==> config.mk <==
export PLATFORM = sky130hd
export DESIGN_NAME = cache_assoc_ctrl
export DESIGN_NICKNAME = d
export VERILOG_FILES = /design/src/rtl/cache_assoc_ctrl.sv
export SDC_FILE = /design/constraint.sdc
export NUM_CORES = 1
export LEC_CHECK = 0
export BUFFER_PORTS_ARGS = -buffer_cell sky130_fd_sc_hd__buf_2
export CORE_UTILIZATION = 42
export DETAILED_ROUTE_END_ITERATION = 12
export PLACE_DENSITY = 0.73
export RECOVER_POWER = 50
export SKIP_LAST_GASP = 1
export SLEW_MARGIN = 20
export SYNTH_ARGS = -nofsm -noshare
export SYNTH_HDL_FRONTEND = slang
export SYNTH_SLANG_ARGS = --single-unit
==> constraint.sdc <==
create_clock -name clk -period 2.2 [get_ports clk]
set_clock_uncertainty 0.15 [all_clocks]
set_input_delay 0.22 -clock clk [delete_from_list [all_inputs] [get_ports clk]]
set_output_delay 0.22 -clock clk [all_outputs]
set_load 0.01 [all_outputs]
==> src/rtl/cache_assoc_ctrl.sv <==
// Write-back, write-allocate cache controller for 1- or 2-way arrays with victim selection,
// memory back-pressure on commands and saturating hit/miss counters.
module cache_assoc_ctrl #(
  parameter int unsigned WAYS    = 2,
  parameter int unsigned WORDS   = 4,
  parameter int unsigned MEM_LAT = 2,
  parameter int unsigned CNT_W   = 16,
  localparam int unsigned WW = $clog2(WORDS),
  localparam int unsigned OW = WW + 1,
  localparam int unsigned IW = 13 - WW,
  localparam int unsigned TW = 16 - IW - OW
) (
  input  logic                 clk,
  input  logic                 rst,
  input  logic                 Rd,
  input  logic                 Wr,
  input  logic [15:0]          Addr,
  input  logic [15:0]          DataIn,
  output logic [15:0]          DataOut,
  output logic                 Done,
  output logic                 Stall,
  output logic                 CacheHit,
  output logic                 Err,
  output logic [WAYS-1:0]      cache_enable,
  output logic                 cache_comp,
  output logic                 cache_wr,
  output logic                 cache_valid_in,
  output logic [TW-1:0]        cache_tag_in,
  output logic [IW-1:0]        cache_index,
  output logic [OW-1:0]        cache_offset,
  output logic [15:0]          cache_data_in,
  input  logic [WAYS-1:0]      cache_hit,
  input  logic [WAYS-1:0]      cache_valid,
  input  logic [WAYS-1:0]      cache_dirty,
  input  logic [WAYS*TW-1:0]   cache_tag_out,
  input  logic [WAYS*16-1:0]   cache_data_out,
  output logic [15:0]          mem_addr,
  output logic [15:0]          mem_data_in,
  output logic                 mem_rd,
  output logic                 mem_wr,
  input  logic                 mem_stall,
  input  logic [15:0]          mem_DataOut,
  output logic [CNT_W-1:0]     hit_cnt,
  output logic [CNT_W-1:0]     miss_cnt
);

  localparam logic [2:0] StIdle    = 3'd0;
  localparam logic [2:0] StCompare = 3'd1;
  localparam logic [2:0] StWb      = 3'd2;
  localparam logic [2:0] StFill    = 3'd3;
  localparam logic [2:0] StRetry   = 3'd4;

  localparam logic [WW:0]   IssEnd   = (WW+1)'(WORDS);
  localparam logic [WW:0]   IssLast  = (WW+1)'(WORDS - 1);
  localparam logic [WW-1:0] WordLast = WW'(WORDS - 1);

  logic [2:0]         state_q, state_d;
  logic [15:0]        addr_q, din_q;
  logic               wr_q;
  logic               vic_q, vic_d, ptr_q, ptr_d, vic_sel;
  logic [WW:0]        iss_q, iss_d;
  logic [WW-1:0]      ret_q, ret_d;
  logic [MEM_LAT-1:0] tok_q, tok_d;
  logic [MEM_LAT:0]   tok_ext;
  logic               err_q, err_d;
  logic               issue, ret, hit_inc, miss_inc;
  logic [WAYS-1:0]    hv, vic_oh;
  logic               any_hit, multi_hit, hit_way;
  logic [15:0]        data_hit, data_vic;
  logic [TW-1:0]      tag, tag_vic;
  logic [IW-1:0]      idx;

  assign tag       = addr_q[15 -: TW];
  assign idx       = addr_q[OW +: IW];
  assign hv        = cache_hit & cache_valid;
  assign any_hit   = |hv;
  assign multi_hit = (WAYS > 1) && (&hv);
  // Multiple hits resolve to way 0.
  assign hit_way   = (WAYS > 1) && !hv[0];
  assign data_hit  = 16'(cache_data_out >> {hit_way, 4'b0});
  assign data_vic  = 16'(cache_data_out >> {vic_q, 4'b0});
  assign tag_vic   = TW'(cache_tag_out >> (TW * 32'(vic_q)));
  assign vic_oh    = WAYS'(1) << vic_q;
  assign ret       = tok_q[MEM_LAT-1];
  assign Stall     = (state_q != StIdle);
  assign cache_tag_in = tag;
  assign cache_index  = idx;

  always_comb begin
    if (!cache_valid[0])                          vic_sel = 1'b0;
    else if ((WAYS > 1) && !cache_valid[WAYS-1])  vic_sel = 1'b1;
    else                                          vic_sel = ptr_q;
  end

  always_comb begin
    state_d = state_q;
    vic_d = vic_q;
    ptr_d = ptr_q;
    iss_d = iss_q;
    ret_d = ret_q;
    err_d = 1'b0;
    issue = 1'b0;
    hit_inc = 1'b0;
    miss_inc = 1'b0;
    Done = 1'b0;
    CacheHit = 1'b0;
    Err = err_q;
    DataOut = '0;
    cache_enable = '0;
    cache_comp = 1'b0;
    cache_wr = 1'b0;
    cache_valid_in = 1'b0;
    cache_offset = addr_q[OW-1:0];
    cache_data_in = din_q;
    mem_addr = '0;
    mem_data_in = '0;
    mem_rd = 1'b0;
    mem_wr = 1'b0;
    case (state_q)
      StIdle: begin
        if (Rd || Wr) begin
          if ((Rd && Wr) || Addr[0]) err_d = 1'b1;
          else                       state_d = StCompare;
        end
      end
      StCompare: begin
        cache_enable = '1;
        cache_comp = 1'b1;
        cache_wr = wr_q;
        if (any_hit) begin
          Done = 1'b1;
          CacheHit = 1'b1;
          DataOut = data_hit;
          hit_inc = 1'b1;
          Err = multi_hit;
          state_d = StIdle;
        end else begin
          miss_inc = 1'b1;
          vic_d = vic_sel;
          iss_d = '0;
          ret_d = '0;
          if ((WAYS > 1) && cache_valid[vic_sel]) ptr_d = ~ptr_q;
          state_d = (cache_valid[vic_sel] && cache_dirty[vic_sel]) ? StWb : StFill;
        end
      end
      StWb: begin
        cache_enable = vic_oh;
        cache_offset = {iss_q[WW-1:0], 1'b0};
        mem_wr = 1'b1;
        mem_addr = {tag_vic, idx, iss_q[WW-1:0], 1'b0};
        mem_data_in = data_vic;
        if (!mem_stall) begin
          if (iss_q == IssLast) begin
            iss_d = '0;
            state_d = StFill;
          end else begin
            iss_d = iss_q + 1'b1;
          end
        end
      end
      StFill: begin
        if (iss_q < IssEnd) begin
          mem_rd = 1'b1;
          mem_addr = {tag, idx, iss_q[WW-1:0], 1'b0};
          if (!mem_stall) begin
            issue = 1'b1;
            iss_d = iss_q + 1'b1;
          end
        end
        // Returns are token-timed and ignore back-pressure.
        if (ret) begin
          cache_enable = vic_oh;
          cache_wr = 1'b1;
          cache_valid_in = 1'b1;
          cache_offset = {ret_q, 1'b0};
          cache_data_in = mem_DataOut;
          ret_d = ret_q + 1'b1;
          if (ret_q == WordLast) state_d = StRetry;
        end
      end
      StRetry: begin
        cache_enable = vic_oh;
        cache_comp = 1'b1;
        cache_wr = wr_q;
        Done = 1'b1;
        DataOut = data_vic;
        state_d = StIdle;
      end
      default: begin
        Err = 1'b1;
        state_d = StIdle;
      end
    endcase
    tok_ext = {tok_q, issue};
    tok_d = (state_q == StFill) ? tok_ext[MEM_LAT-1:0] : '0;
  end

  always_ff @(posedge clk or negedge rst) begin
    if (!rst) begin
      state_q  <= StIdle;
      addr_q   <= '0;
      din_q    <= '0;
      wr_q     <= 1'b0;
      vic_q    <= 1'b0;
      ptr_q    <= 1'b0;
      iss_q    <= '0;
      ret_q    <= '0;
      tok_q    <= '0;
      err_q    <= 1'b0;
      hit_cnt  <= '0;
      miss_cnt <= '0;
    end else begin
      state_q <= state_d;
      vic_q   <= vic_d;
      ptr_q   <= ptr_d;
      iss_q   <= iss_d;
      ret_q   <= ret_d;
      tok_q   <= tok_d;
      err_q   <= err_d;
      if (!Stall) begin
        addr_q <= Addr;
        din_q  <= DataIn;
        wr_q   <= Wr;
      end
      if (hit_inc && !(&hit_cnt))   hit_cnt  <= hit_cnt + CNT_W'(1);
      if (miss_inc && !(&miss_cnt)) miss_cnt <= miss_cnt + CNT_W'(1);
    end
  end

endmodule

# --- Yosys cells after proc, flatten, opt, wreduce, memory -nomap -nowiden ---
# Cells that the tools add are included.
word_totals:
  latch_bits: 0
  out_inout_bits: 123
  register_bits: 78
  mem_bits_ro: 0
  inputBits: 95
  wordCells: 120
  ram_bits: 0
  n_memories: 0
op_classes:
  n_mux: 55
  n_lt_le_gt_ge: 2
  multipliers: 0
  n_bitwise: 3
  reduce_logical: 25
  n_div: 0
  n_addsub: 4
  eq_ne: 15
  shift: 4
op_table:
  columns: ["cell", "n"]
  rows:
  - ["two-way mux 16 bit", 5]
  - ["one-hot mux 16 bit (2 select lines)", 2]
  - ["right shift 32 x 5 -> 16 bit", 2]
  - ["two-way mux 3 bit", 12]
  - ["adder 16 x 1 -> 16 bit, second input constant", 2]
  - ["AND reduction 16 bit", 2]
  - ["two-way mux 1 bit", 23]
  - ["!= test 2 bit, second input constant", 9]
  - ["one-hot mux 3 bit (4 select lines)", 1]
  - ["two-way mux 2 bit", 5]
  - ["equality test 3 x 2 -> 1 bit, second input constant", 3]
  - ["one-hot mux 3 bit (3 select lines)", 1]
  - ["one-hot mux 1 bit (2 select lines)", 3]
  - ["one-hot mux 2 bit (3 select lines)", 1]
  - ["one-hot mux 3 bit (2 select lines)", 1]
  - ["AND reduction 3 bit", 2]
  - ["AND reduction 6 bit", 1]
  - ["nonzero test 3 bit", 2]
  - ["OR reduction 2 bit", 3]
  - ["AND reduction 5 bit", 1]
  - ["logical AND 1 bit", 4]
  - ["one-hot mux 2 bit (2 select lines)", 1]
  - ["AND reduction 2 bit", 2]
  - ["OR reduction 4 bit", 1]
  - ["other kinds (15)", 19]

# --- Depth between registers and ports, before layout ---
# Gate-level depths: netlist (run 1).
depth:
  word_depth: 8
  ltp_mapped: 7
  mapped_depth_nobuf: 5

# --- Least setup slack after synthesis (run 1) ---
# No wires, ideal clock.
synth_path:
  path_type: "register to output"
  from: "register state_q[2]"
  to: "output port DataOut[0]"
  stages_incl_launch_ff: 7
  required_ns: 1.830
  slack_ns: 0.290
  n_path_buf: 2
  t_arrival_ns: 1.540
  path_cell_list: "dfrtp_1 > buf_2 > nand2b_1 > a2bb2oi_1 > nor2_1 > buf_2 > a22o_1"
synth_between:
  elab_chain_len: 2
  elab_cells_between_ends: 3
  classes_between: "eq/ne: 2; mux: 1"
synth_rtl:
  columns: ["element", "line_no", "text"]
  rows:
  - ["from (decl)", "57", "logic [2:0] state_q, state_d;"]
  - ["from (signal assigned)", "200", "state_q <= StIdle;"]
  - ["from (signal assigned)", "213", "state_q <= state_d;"]
  - ["equality test 3 bit or equality test 3 x 1 -> 1 bit (tied branches)", "119", "case (state_q)"]
  - ["one-hot mux 16 bit (2 select lines) *", "119", null]
  - ["to (decl)", "19", "output logic [15:0] DataOut,"]
# Every way passes the cells marked *; elsewhere a longest branch is shown, timed or not.

# --- Worst setup path after layout (run 1) ---
layout_path:
  from: "register state_q[2]"
  to: "output port DataOut[2]"
# The elaborated chain is that of the path after synthesis.

==> impl_metrics.yaml, run 1 <==
status:
  status: "completed"
sta:
  drv_slew: 0
  fmax_mhz: 458
  fin_crit_sh_pct: 99.3
  grt_setup_unrepaired: "yes"
  setup-tns-final_ns: 0
  finalSetupViolCount: 0
  finalCriticalPeriod_ns: 2.19
  worst_pin_slew_ns: 1.24
  hold_ws_ns: 0.0209
  maxSlewHeadroom_pct: 17.4
  hold_viol: 0
global_routing:
  grt_usage_pct: 22.3
  grt_pass1_wl_um: 20100
  grt_max_degree: 36
  grt-ovfl-total: 0
  antenna_found_initial: 0
  grt_pass1_vias: 4367
logic_synthesis:
  yosysSeqAreaShare_pct: 41.6
  synth_top_area_share_pct: 41.6
  synth_cells: 491
  ys_ff_latch: 78
  synth_ff_type: "dfrtp_1"
  synth.area.top_cells: "dfrtp_1 (42%), mux2_2 (9.6%), nand2_1 (6.3%)"
  yosys.area.top_type: "dfrtp_1"
  syn_area_um2: 4690
  syn_avg_cell_area_um2: 9.55
  async_flop_share_pct: 100
  synth_nets: 592
  yosysWarnings: 0
  synth_edf_count: 0
  synthDistinctLibCells: 55
setup_path:
  critPathTopFamily: "flip-flops"
  crit_chain: "buf_6 > nand2b_4 > a2bb2oi_2 > nor2_2 > buf_4 > a22o_1 > buf_2"
  critPathBufInv: 3
  path_max_fanout: 8
  crit_type: "flop to output port"
  start_kind: "flop"
  worstPathArrival_ns: 1.82
  end_kind: "output port"
  crit_start: "state_q[2]"
  cpMaxStageDelayCell: "dfrtp_2"
  crit_required_ns: 1.83
  slowest_delay_ns: 0.46
  r2r_start: "state_q[2]"
clock_network:
  cts_buffer_depth: 2
  insertion_delay_ns: 0.34
  tritoncts: "built"
  htreeDepth: 3
  cts-root-buf: "clkbuf_8"
  cts.sinks: 78
  path_clk_slew_ns: 0.07
  cts_buffers: 9
floorplanning:
  initial_core_util_pct: 43.3
  die_area_um2: 11600
  die_w_um: 108
  num_rows: 38
  die_h_um: 108
  core_um2: 10800
  io_pins: 218
job:
  max-cap-violations: 0
route:
  route.met2.wl_um: 7560
  top_layer_used: "met4"
  wl_met1_um: 5330
  drt_first_pass_iters: 5
  routedWlPerCell_um: 15.5
  dr_wl_met3_um: 826
  drt_iter0_drc: 211
  drt_wl_total_um: 14000
  avgViaCountPerCell: 5.26
  drc: 0
  vias: 4749
  ant_nets: 0
placed_design:
  port_buffers: 216
  hpwl_um: 9650
  place_area_um2: 5900
  place.gp.congestion: 0.921
power_and_ir_drop:
  leakage_nw: 3.52
  power_density_nw_per_um2: 988
  power_w: 0.00662
  max-vdd-ir-drop_mv: 0.611
hold_path:
  worstHoldStart: "Addr[0]"
  hold_class: "input port to flop"
layout:
  mostFrequentLayoutCells: "buf_2 (216), nand2_1 (78), dfrtp_1 (76)"
  num_antenna_cells: 0
  nNetsFinal: 858
  finish.utilization_pct: 61.8
  drive_gt1_share_pct: 44.0
  layout_commonest_cell: "buf_2"
  syn2layout_area_growth_pct: 42.9
  stdcell_area_um2: 6700
-- final timing paths --
path | endpoint | slack, ns | cells after the start
worst min-delay path | err_q | 0.02 | 3
worst min register to register | addr_q[0] | 0.35 | 1
worst max-delay path | DataOut[2] | 0.01 | 7
min in group asynchronous | addr_q[8] | 0.54 | 2
max in group asynchronous | state_q[2] | 0.25 | 3
worst max register to register | miss_cnt[15] | 0.09 | 6
-- stage by stage --
stage,setup WS (ns),instances
detailed placement,0.201,828
global placement,0.233,828
floorplan,0.290,491
CTS,-0.0184,883
finish,0.0145,902
global route,-0.0680,902
-- where the power goes --
part | total [W] | internal, W | leakage (nW) | switching, W
registers | 0.00227 | 0.00187 | 0.971 | 0.000392
logic | 0.00343 | 0.00170 | 2.47 | 0.00173
clock network | 0.000931 | 0.000442 | 0.0817 | 0.000489
-- cell usage after synthesis (6+ instances only) --
library cell and number:
a22o_1 17, nand4_1 10, inv_1 17, xor2_1 20, dfrtp_1 78, o21ai_0 13, mux2_2 40, nor3_1 11
ha_1 6, buf_4 16, nand3_1 12, and3_1 16, a21oi_1 10, buf_2 10, nor2_1 33, nand2_1 79
clkbuf_1 11, mux2i_1 22
-- sequential cells by signal, indices dropped and copies added, names as in the netlist --
register,flops
miss_cnt,16
state_q,3
vic_q,1
din_q,16
ptr_q,1
ret_q,2
hit_cnt,16
iss_q,3
wr_q,1
tok_q,2
err_q,1
addr_q,16
-- cells by family after synthesis --
kind of cell / count (synthesis) / share of synthesized area (%)
AND/OR/NAND/NOR: 200 / 22.0
buffers and inverters: 57 / 6.43
XOR/XNOR: 22 / 4.11
multiplexers: 62 / 14.3
adder cells (fa/ha/maj): 6 / 1.60
other: 1 / 0.0799
AO/OA/AOI/OAI: 65 / 9.92
flip-flops: 78 / 41.6
-- cell type report --
class                   instances  area [um2]
clock buffers                  15         156
clock inverters                 1        5.00
fillers                       892        4140
inverters                      18        72.6
multi-input cells             356        2510
flip-flops and latches         78        1950
well taps                     140         175
repair buffers                294        1830
-- timing repair --
item | CTS | global route
setup buffers | 3 | 17
setup endpoints to repair | 42 | 59
hold endpoints to repair | 111 | 0
pin swaps | 1 | 14
hold buffers | 35 | 0
cloned | 1 | 2
gates resized for setup | 10 | 25
-- per-layer routing --
metal  vias to the layer above  track usage (%)
met2                       177             41.8
li1                       2239                -
met3                        23             4.42
met1                      2310             24.3
met5                         -                0
met4                         0             8.90
-- tightest hold or removal path, delay by kind of cell --
family                 cells  cell delay, ns
buffers and inverters      1            0.13
and+or+nand+nor            1            0.06
AOI/OAI and AO/OA          1            0.06
(Power assumes the default switching activity.)
==> inputs of run 2 (changes only) <==
==> constraint.sdc (replaced) <==
create_clock -name clk -period 2.2 [get_ports clk]
set_clock_uncertainty 0.15 [all_clocks]
set_input_delay 0.33 -clock clk [delete_from_list [all_inputs] [get_ports clk]]
set_output_delay 0.33 -clock clk [all_outputs]
set_load 0.01 [all_outputs]
==> run 2 against run 1 <==
Compared with the run above:
- clock-buffer cell count is 1 lower
- first-iteration DRC count is 1.9% lower
- critical path depth is 1 lower
- combinational power is 2% higher
- register-to-register slack worse by 0.09 ns
- worst hold slack better by 0.011 ns
- the run now ends with negative setup slack left
- clock power is 4.1% higher
- critical endpoint unchanged
- utilization is 2.0 points lower
- largest power group unchanged
- sequential power hardly changed
- via count is 3.3% lower
- total power is 1.3% higher
- global-route usage is 0.30 points lower
==> impl_metrics.yaml, run 2 (same netlist as run 1, synthesis figures left out) <==
clock_network:
  cts-root-buf: "clkbuf_8"
  cts.sinks: 78
  cts_buffer_depth: 2
  path_clk_slew_ns: 0.07
  htreeDepth: 3
  cts_buffers: 9
  insertion_delay_ns: 0.35
  tritoncts: "built"
route:
  avgViaCountPerCell: 5.32
  drt_iter0_drc: 207
  drt_wl_total_um: 13300
  drt_first_pass_iters: 5
  vias: 4590
  drc: 0
  ant_nets: 0
  routedWlPerCell_um: 15.4
placed_design:
  place_ws_ns: 0.111
  place.gp.congestion: 0.882
  place_area_um2: 5900
  hpwl_um: 9550
  port_buffers: 216
sta:
  finalCriticalPeriod_ns: 2.28
  fin_crit_sh_pct: 104
  grt_setup_unrepaired: "yes"
  finalSetupViolCount: 52
  fmax_mhz: 438
  maxSlewHeadroom_pct: 0.382
  worst_pin_slew_ns: 1.49
  hold_viol: 0
  drv_slew: 0
  fin_ws_ns: -0.0810
floorplanning:
  die_area_um2: 11600
  core_um2: 10800
  initial_core_util_pct: 43.3
  io_pins: 218
  die_w_um: 108
  die_h_um: 108
  num_rows: 38
layout:
  drive_gt1_share_pct: 47.7
  nNetsFinal: 820
  mostFrequentLayoutCells: "buf_2 (213), nand2_1 (77), dfrtp_1 (76)"
  num_antenna_cells: 0
  syn2layout_area_growth_pct: 38.3
  stdcell_area_um2: 6490
  layout_commonest_cell: "buf_2"
status:
  violations: "negative setup slack"
  status: "complete, but fails checks"
setup_path:
  path_max_fanout: 8
  worstPathArrival_ns: 1.80
  crit_type: "flop to output port"
  crit_required_ns: 1.72
  start_kind: "flop"
  end_kind: "output port"
global_routing:
  grt_usage_pct: 22.0
  grt_max_degree: 27
  grt_pass1_wl_um: 20000
  grt-ovfl-total: 0
  antenna_found_initial: 0
  grt_pass1_vias: 4239
power_and_ir_drop:
  power_density_nw_per_um2: 1030
  max-vdd-ir-drop_mv: 0.598
  leakage_nw: 3.42
job:
  max-cap-violations: 0
hold_path:
  hold_class: "input port to flop"
run 2: changes by cell type in the layout (fill, tap and decap cells not counted), sizes merged:
cell,change
clkbuf,-4
clkinv,-1
buf,-2
inv,+1
dlygate4sd3,-34
bufbuf,+1
run 2: area by class of cell:
class	instances	area, um2
clock buffer	14	163
inverter	18	72.6
multi-input combinational	356	2590
fill	906	4350
sequential	78	1950
clock inverter	1	5.00
timing repair buffer	256	1520
tap	140	175
run 2: final timing paths:
path	start	end	slack [ns]	cells after the start
worst max register to register	state_q[2]	state_q[0]	0	8
worst min register to register	hit_cnt[15]	hit_cnt[15]	0.34	1
max in group asynchronous	rst	hit_cnt[5]	0.12	3
min in group asynchronous	rst	wr_q	0.71	2
worst min-delay path	mem_stall	tok_q[0]	0.03	2
worst max-delay path	state_q[2]	DataOut[2]	-0.08	6
run 2: stage by stage:
step                setup TNS [ns]  std cells  utilization, %  power, W  hold slack [ns]
floorplan                        0        491               -   0.00427           -0.116
global placement                 0        828            54.4   0.00527            0.115
detailed placement               0        828            54.4   0.00535            0.113
CTS                          -2.18        856            57.8   0.00650           0.0234
global route                -12.22        863            59.8   0.00716           0.0267
finish                       -2.30        863            59.8   0.00671           0.0319
run 2: metal layers:
layer / GRT usage (%) / wire length (um) / vias to the layer above
li1: - / - / 2169
met1: 24.9 / 5360 / 2228
met2: 39.6 / 6840 / 174
met3: 4.06 / 840 / 19
met4: 10.2 / 244 / 0
met5: 0 / 0 / -
run 2: report_power, final:
group | switching [W] | internal (W)
sequential | 0.000368 | 0.00187
combinational | 0.00175 | 0.00175
clock | 0.000503 | 0.000466
total | 0.00262 | 0.00409
run 2: worst max-delay path, cell delays in order, from the launching register on:
cell and delay (ns):
dfrtp_2 0.44, and2b_2 0.24, nand4_1 0.10, a21oi_2 0.23
buf_6 0.17, a22o_1 0.15, buf_2 0.12
run 2: what timing repair did:
action	CTS	global route
pin swaps	10	15
gates cloned	3	0
endpoints found under the hold margin	23	0
resized for setup	24	40
endpoints found under the setup margin	73	67
hold buffers	1	0
setup buffers	9	7
==> inputs of run 3 (changes only) <==
- CELL_PAD_IN_SITES_DETAIL_PLACEMENT: unset -> 0
- CELL_PAD_IN_SITES_GLOBAL_PLACEMENT: unset -> 1
- CORE_UTILIZATION: 42 -> 34
- PLACE_DENSITY: 0.73 -> unset
- PLACE_DENSITY_LB_ADDON: unset -> 0.1
==> run 3 against run 2 <==
Compared with the run above:
- the run still ends with negative setup slack left
- sequential power about the same
- cell area up 0.62%
- utilization shrank 11 points
==> impl_metrics.yaml, run 3 (same netlist as run 1, synthesis figures left out) <==
layout:
  layout_commonest_cell: "buf_2"
  syn2layout_area_growth_pct: 39.1
  finish.utilization_pct: 48.9
  drive_gt1_share_pct: 46.9
  nNetsFinal: 820
  mostFrequentLayoutCells: "buf_2 (214), dfrtp_1 (75), nand2_1 (74)"
  num_antenna_cells: 0
  final_cells: 899
placed_design:
  place.gp.congestion: 0.846
  dp_cells: 866
  hpwl_um: 10300
  port_buffers: 216
route:
  vias: 4488
  routedWlPerCell_um: 15.3
  drt_first_pass_iters: 4
  avgViaCountPerCell: 4.99
  ant_nets: 0
  drt_wl_total_um: 13700
  drt_iter0_drc: 149
  drc: 0
clock_network:
  cts.sinks: 78
  htreeDepth: 3
  cts-root-buf: "clkbuf_16"
  insertion_delay_ns: 0.33
  cts_buffers: 9
  cts_buffer_depth: 2
  tritoncts: "built"
  path_clk_slew_ns: 0.06
status:
  status: "complete, but fails checks"
  violations: "negative setup slack"
sta:
  finalCriticalPeriod_ns: 2.33
  fmax_mhz: 429
  maxSlewHeadroom_pct: 31.2
  fin_crit_sh_pct: 106
  fin_ws_ns: -0.133
  hold_ws_ns: 0.0600
  finalSetupViolCount: 35
  worst_pin_slew_ns: 1.03
  grt_setup_unrepaired: "yes"
  hold_viol: 0
  drv_slew: 0
global_routing:
  antenna_found_initial: 0
  grt_usage_pct: 19.7
  grt_pass1_wl_um: 22300
  grt_pass1_vias: 4404
  grt-ovfl-total: 0
  grt_max_degree: 42
floorplanning:
  die_w_um: 119
  io_pins: 218
  die_area_um2: 14300
  die_h_um: 119
  core_um2: 13300
  num_rows: 42
  initial_core_util_pct: 35.1
job:
  max-cap-violations: 0
setup_path:
  crit_chain: "buf_4 > nand2b_1 > a2bb2oi_1 > nor2_2 > buf_4 > a22o_1 > buf_2"
  cpMaxStageDelayCell: "dfrtp_2"
  crit_type: "flop to output port"
  end_kind: "output port"
  start_kind: "flop"
  path_max_fanout: 8
  cpMostUsedCell: "buf_4"
  crit_required_ns: 1.72
  worstPathArrival_ns: 1.85
  slowest_delay_ns: 0.47
power_and_ir_drop:
  max-vdd-ir-drop_mv: 0.522
  power_density_nw_per_um2: 1100
  leakage_nw: 3.43
hold_path:
  hold_class: "input port to flop"
## run 3: worst max-delay path, delay by kind of cell (launching register included)
kind                   cells  cell delay (ns)
flip-flops                 1             0.47
AND/OR/NAND/NOR            2             0.27
AO/OA/AOI/OAI              2             0.29
buffers and inverters      3             0.49
## run 3: final cells by class
type | count | area [um2]
inverters | 18 | 70.1
fillers | 1286 | 6820
repair buffers | 256 | 1470
multi-input cells | 356 | 2510
well taps | 176 | 220
clock inverters | 5 | 75.1
clock buffers | 10 | 229
flip-flops and latches | 78 | 1960
## run 3: timing repair
item                       CTS  global route
buffers inserted             6            10
hold endpoints to repair    37             0
pin swaps                    5            13
hold buffers                 1             0
resized for setup           17            19
setup endpoints to repair   70            62
cloned                       1             1
## run 3: worst paths after layout
| path | start | to | slack, ns | depth (start not counted) |
|---|---|---|---|---|
| worst max-delay path | state_q[2] | DataOut[5] | -0.13 | 7 |
| worst max register to register | state_q[1] | miss_cnt[6] | 0.15 | 6 |
| worst min-delay path | mem_stall | tok_q[0] | 0.06 | 2 |
| max in group asynchronous | rst | din_q[15] | 0.56 | 3 |
| min in group asynchronous | rst | hit_cnt[9] | 0.56 | 2 |
| worst min register to register | tok_q[0] | tok_q[1] | 0.33 | 1 |
## run 3: through the flow
step	cell area [um2]	worst slack, ns	setup TNS, ns	total power, W
CTS	6400	-0.118	-3.11	0.00714
floorplan	4690	0.180	0	0.00427
finish	6530	-0.133	-3.14	0.00716
detailed placement	5980	0.0869	0	0.00544
global placement	5980	0.0964	0	0.00539
global route	6530	-0.215	-7.03	0.00769
## run 3: power breakdown
group          switching, W  internal [W]  total, W
Sequential         0.000364       0.00188   0.00224
Clock              0.000568      0.000981   0.00155
Combinational       0.00170       0.00167   0.00337
## run 3: routing by layer
metal / up-vias / part of all wire, % / track usage (%)
li1: 2170 / - / -
met1: 2137 / 43 / 24.3
met2: 164 / 49 / 33.4
met3: 17 / 6.4 / 4.50
met4: 0 / 1.6 / 6.95
met5: - / 0 / 0
